### config.mk
export PLATFORM = sky130hd
export DESIGN_NAME = repeated_adder_unit
export DESIGN_NICKNAME = d
export VERILOG_FILES = /design/src/rtl/repeated_adder_unit.sv
export SDC_FILE = /design/constraint.sdc
export NUM_CORES = 1
export LEC_CHECK = 0
export ABC_AREA = 1
export BUFFER_PORTS_ARGS = -buffer_cell sky130_fd_sc_hd__buf_2
export CORE_ASPECT_RATIO = 0.7
export CORE_MARGIN = 2
export CORE_UTILIZATION = 50
export DETAILED_ROUTE_END_ITERATION = 6
export GPL_TIMING_DRIVEN = 0
export PLACE_DENSITY = 0.75
export SYNTH_ARGS = -nofsm -noshare
export SYNTH_HDL_FRONTEND = slang
export SYNTH_SLANG_ARGS = --single-unit
export TNS_END_PERCENT = 20
### constraint.sdc
create_clock -name clk -period 3.9 [get_ports clk]
set_input_delay 0.78 -clock clk [delete_from_list [all_inputs] [get_ports clk]]
set_output_delay 0.78 -clock clk [all_outputs]
set_load 0.05 [all_outputs]
### src/rtl/repeated_adder_unit.sv
// ---------------------------------------------------------------------------
// repeated_adder_unit
//
// Sequential signed x unsigned multiplier built from repeated addition. The
// signed multiplicand a is added into a 16-bit accumulator b times, one
// addition per enabled clock. It forms the integral-term contribution
// (error x integral constant) in the PID controller datapath.
//
// Operation: LOAD (latch operands, clear accumulator) -> b x ADD -> DONE
// (publish the clipped product) -> LOAD again on the current inputs. One
// operation therefore takes b+2 enabled cycles. Inputs are only sampled in
// LOAD.
//
// Ports:
//   clk          single clock, rising edge
//   rst_n        synchronous reset, ACTIVE-HIGH despite the name (1 = reset);
//                has priority over ena and aborts any operation in flight
//   ena          clock enable; 0 freezes all state and outputs
//   a            signed multiplicand (IN_W bits)
//   b            unsigned repeat count (IN_W bits)
//   a_times_b    signed product reduced to OUT_W bits, registered; changes
//                only in DONE
//   temp_result  signed running accumulator (ACC_W bits), registered
//   flag         additions completed in the current operation, registered
//
// Build option:
//   REPEATED_ADDER_SAT_EN  defined   : DONE saturates the product to the
//                                      OUT_W signed range
//                          undefined : DONE takes the low OUT_W bits of the
//                                      accumulator (two's-complement wrap)
// ---------------------------------------------------------------------------
module repeated_adder_unit #(
    parameter int IN_W  = 6,
    parameter int ACC_W = 16,
    parameter int OUT_W = 6
) (
    input  logic                    clk,
    input  logic                    rst_n,
    input  logic                    ena,
    input  logic signed [IN_W-1:0]  a,
    input  logic        [IN_W-1:0]  b,
    output logic signed [OUT_W-1:0] a_times_b,
    output logic signed [ACC_W-1:0] temp_result,
    output logic        [IN_W-1:0]  flag
);

    typedef enum logic [1:0] {
        ST_LOAD = 2'd0,
        ST_ADD  = 2'd1,
        ST_DONE = 2'd2
    } state_t;

    // Saturation bounds of an OUT_W-bit signed value, held at accumulator
    // width so the comparisons below are signed and width-matched.
    localparam logic signed [ACC_W-1:0] SAT_MAX = ACC_W'((2 ** (OUT_W - 1)) - 1);
    localparam logic signed [ACC_W-1:0] SAT_MIN = ACC_W'(-(2 ** (OUT_W - 1)));

    state_t                    state_q;
    logic signed [IN_W-1:0]    a_l_q;
    logic        [IN_W-1:0]    b_l_q;
    logic signed [ACC_W-1:0]   acc_q;
    logic        [IN_W-1:0]    flag_q;
    logic signed [OUT_W-1:0]   prod_q;

    logic signed [ACC_W-1:0]   acc_d;
    logic        [IN_W-1:0]    flag_d;
    logic signed [OUT_W-1:0]   clip_d;

    // Next accumulator / counter values used by ADD, and the product that
    // DONE will publish from the finished accumulator.
    always_comb begin
        acc_d  = acc_q + {{(ACC_W - IN_W){a_l_q[IN_W-1]}}, a_l_q};
        flag_d = flag_q + 1'b1;
`ifdef REPEATED_ADDER_SAT_EN
        if (acc_q > SAT_MAX) begin
            clip_d = SAT_MAX[OUT_W-1:0];
        end else if (acc_q < SAT_MIN) begin
            clip_d = SAT_MIN[OUT_W-1:0];
        end else begin
            clip_d = acc_q[OUT_W-1:0];
        end
`else
        clip_d = acc_q[OUT_W-1:0];
`endif
    end

    always_ff @(posedge clk) begin
        if (rst_n) begin
            state_q <= ST_LOAD;
            a_l_q   <= '0;
            b_l_q   <= '0;
            acc_q   <= '0;
            flag_q  <= '0;
            prod_q  <= '0;
        end else if (ena) begin
            case (state_q)
                ST_LOAD: begin
                    a_l_q  <= a;
                    b_l_q  <= b;
                    acc_q  <= '0;
                    flag_q <= '0;
                    state_q <= (b != '0) ? ST_ADD : ST_DONE;
                end
                ST_ADD: begin
                    acc_q  <= acc_d;
                    flag_q <= flag_d;
                    // Compare against the incremented count so the last
                    // addition and the exit decision happen in one cycle.
                    if (flag_d == b_l_q) begin
                        state_q <= ST_DONE;
                    end
                end
                ST_DONE: begin
                    prod_q  <= clip_d;
                    state_q <= ST_LOAD;
                end
                default: begin
                    state_q <= ST_LOAD;
                end
            endcase
        end
    end

    assign a_times_b   = prod_q;
    assign temp_result = acc_q;
    assign flag        = flag_q;

    // Full magnitude is |a|*b <= 32*63, so acc_q never overflows and its
    // sign bit is the product sign.

endmodule

==> results.ini <==
[worst_setup_path]
cp_slowest_cell=dfxtp_1
worstPathCellList=ha_1 > inv_1 > fa_1 > inv_1 > nand3_1 > nand2_1 > nand2_1 > nand2_1 > nand2_1 > nand2_1 > nand2_1 > nand3_1 > a21oi_1
cp-start-kind=register
crit_arrival_ns=2.19
crit_fanout=4
max_stage_delay_ns=0.39
path_buf_inv=2
path_delay_family=simple AND/OR/NAND/NOR gates
crit_top_cell=nand2_1
cp.required_ns=4.07
worstSetupPathType=register to register
worst_setup_path_end_kind=register

[placement]
gp_congestion=0.8839
placed_area_sq_um=2898
dp_cells=497
port-buffer-count=41
place_ws_ns=1.931
dp_hpwl_microns=4982

[synthesis]
ys.flop_type=dfxtp_1
synthTopCellsByArea=dfxtp_1 (32%), nand2_1 (18%), a21oi_1 (9.4%)
synth-seq-cells=42
yosysWarnings=0
postSynthCellCount=387
synth_cell_types=35
seq_area_frac_synth=0.3226
syn_area_sq_um=2606
async_flop_share=0
yosysTopAreaCell=dfxtp_1
synth_nets=419
postSynthAreaPerCell_sq_um=6.734
synth_edf_count=0
ys_top_cells_by_count=nand2_1 (123), a21oi_1 (49), dfxtp_1 (42), inv_1 (40), nand3_1 (30)
yosysMostFrequentCell=nand2_1
netlist.area_leader.share=0.3226

[clock_tree]
cts_setup_buffers=0
htreeDepth=2
postCtsHoldBufs=0
post_cts_resized=0
clkSlewWorstSetupHoldPaths_ns=0.09
cts_tree=done
clock_path_buffers=2
root_buffer=clkbuf_8
cts_inserted_buffers=5
cts.sinks=42
worstSkewPairLatency_ns=0.31

[layout]
syn2layout_area_growth_pct=16.47
nNetsFinal=467
drive_above_1_share=0.1720
stdcell_count=505
multi_input_area_sq_um=1541
num_antenna_cells=0
seqCellArea_sq_um=840.8
fillers=478
final_area_sq_um=3035

[timing]
finalSetupTns_ns=0
layout_min_cycle_time_ns=2.023
finalMaxSlewViolations=0
layout_setup_ws_ns=1.877
setup_violations=0
max_freq_mhz=494.3
rsz0062_at_grt=no
tightest_slew_ns=0.6599
timing.slew.headroom=0.5601
finalClockSkew_ns=0.01015
post-route-period-util=0.5187
finalHoldViolations=0

[floorplanning]
num_rows=21
die_area_sq_um=5815
initial_core_util=0.5333
core_area_sq_um=4887
die_h_microns=64.41
die_w_microns=90.29
pin_count=43

[global_routing]
grt_max_degree=15
track_usage=0.2387
antenna_found_initial=0
grt_first_pass_wirelength_microns=11130
overflow=0
grt_pass1_vias=2393

[hold_path]
hold_class=register to register

[power]
p_sw_uw=307.1
pwr-share-seq=0.433
swShare=0.2864
powerDensity_nw_per_um2=353.2
p_clk_frac=0.395
irDropWorstVdd_mv=0.1975
p_int_uw=765.1
p_leak_nw=1.479
p_comb_frac=0.171
power.total_mw=1.072

[route]
firstDrtPassIters=5
antenna_left=0
totalWireLength_microns=6598
via_count=2671
drt_iter0_drc=135
remaining_drc_errors=0
via_per_inst=5.289
detail_route.wl_per_cell_microns=13.07

[job]
max_cap_violations=0

[run_status]
outcome=finished, final reports clean

-- cell families after synthesis --
group,after synthesis,share of synthesized area
buf+inv,54,0.08593
compound gates,73,0.1690
fa+ha+maj,17,0.08449
xor+xnor,1,0.003361
simple gates,200,0.3346
flops,42,0.3226
-- final cells by class --
cell class	instances	area share
repair buffers	41	0.06760
clock buffers	5	0.02267
plain buffers	9	0.01690
flip-flops and latches	42	0.2770
clock inverters	3	0.02267
well taps	69	0.02844
inverters	45	0.05688
multi-input cells	291	0.5078
-- stage by stage --
| step | util | hold WS, ns |
|---|---|---|
| 5_1_grt | 0.6211 | 0.4838 |
| 2_1_floorplan | - | 0.4428 |
| 4_1_cts | 0.6211 | 0.4664 |
| 3_5_place_dp | 0.5929 | 0.4529 |
| 3_3_place_gp | 0.5929 | 0.4489 |
| 6_report | 0.6211 | 0.4636 |
-- registers in the layout (all words and copies together), names as in the netlist --
register     cells
a_times_b        6
temp_result     16
flag             6
state_q          2
b_l_q            6
a_l_q            6
-- worst reg2reg max path: stages, from the launching register on --
cell and delay [ns]:
dfxtp_1 0.39, ha_1 0.20, inv_1 0.06, fa_1 0.37, inv_1 0.10, nand3_1 0.07, nand2_1 0.15, nand2_1 0.07
nand2_1 0.13, nand2_1 0.11, nand2_1 0.08, nand2_1 0.04, nand3_1 0.06, a21oi_1 0.06
-- path summary, 6_finish.rpt --
| path | from | to | slack (ns) | cells after the start |
|---|---|---|---|---|
| worst max-delay path | temp_result[0]$_SDFFE_PP0P_ | temp_result[14]$_SDFFE_PP0P_ | 1.88 | 13 |
| worst min-delay path | a_times_b[2]$_SDFFE_PP0P_ | a_times_b[2]$_SDFFE_PP0P_ | 0.46 | 2 |
| worst max register to register | temp_result[0]$_SDFFE_PP0P_ | temp_result[14]$_SDFFE_PP0P_ | 1.88 | 13 |
| worst min register to register | a_times_b[2]$_SDFFE_PP0P_ | a_times_b[2]$_SDFFE_PP0P_ | 0.46 | 2 |
-- metal layers --
layer	global-route usage	routed length, microns
met5	0	0
met3	0.04481	421
met1	0.3297	3294
met4	0.08269	119
met2	0.3759	2763
-- power groups by stage --
stage	clock network, mW	registers, mW	logic (mW)
2_1_floorplan	0	0.488	0.119
3_3_place_gp	0	0.474	0.176
3_5_place_dp	0	0.475	0.181
4_1_cts	0.428	0.465	0.183
5_1_grt	0.446	0.468	0.203
6_report	0.424	0.465	0.184
-- cells in the final DEF, fill, tap and decap left out, drive strengths merged, types with 2 or more instances in the layout --
cell and n:
nand3b 5, a211oi 8, ha 16, nand4 2, inv 44, clkinv 2
bufinv 2, o21bai 2, buf 45, a21oi 50, nand2 127, clkbuf 10
o21ai 9, nand3 30, nor2 33, dfxtp 42
No activity file was read; power rests on OpenSTA's default activity.
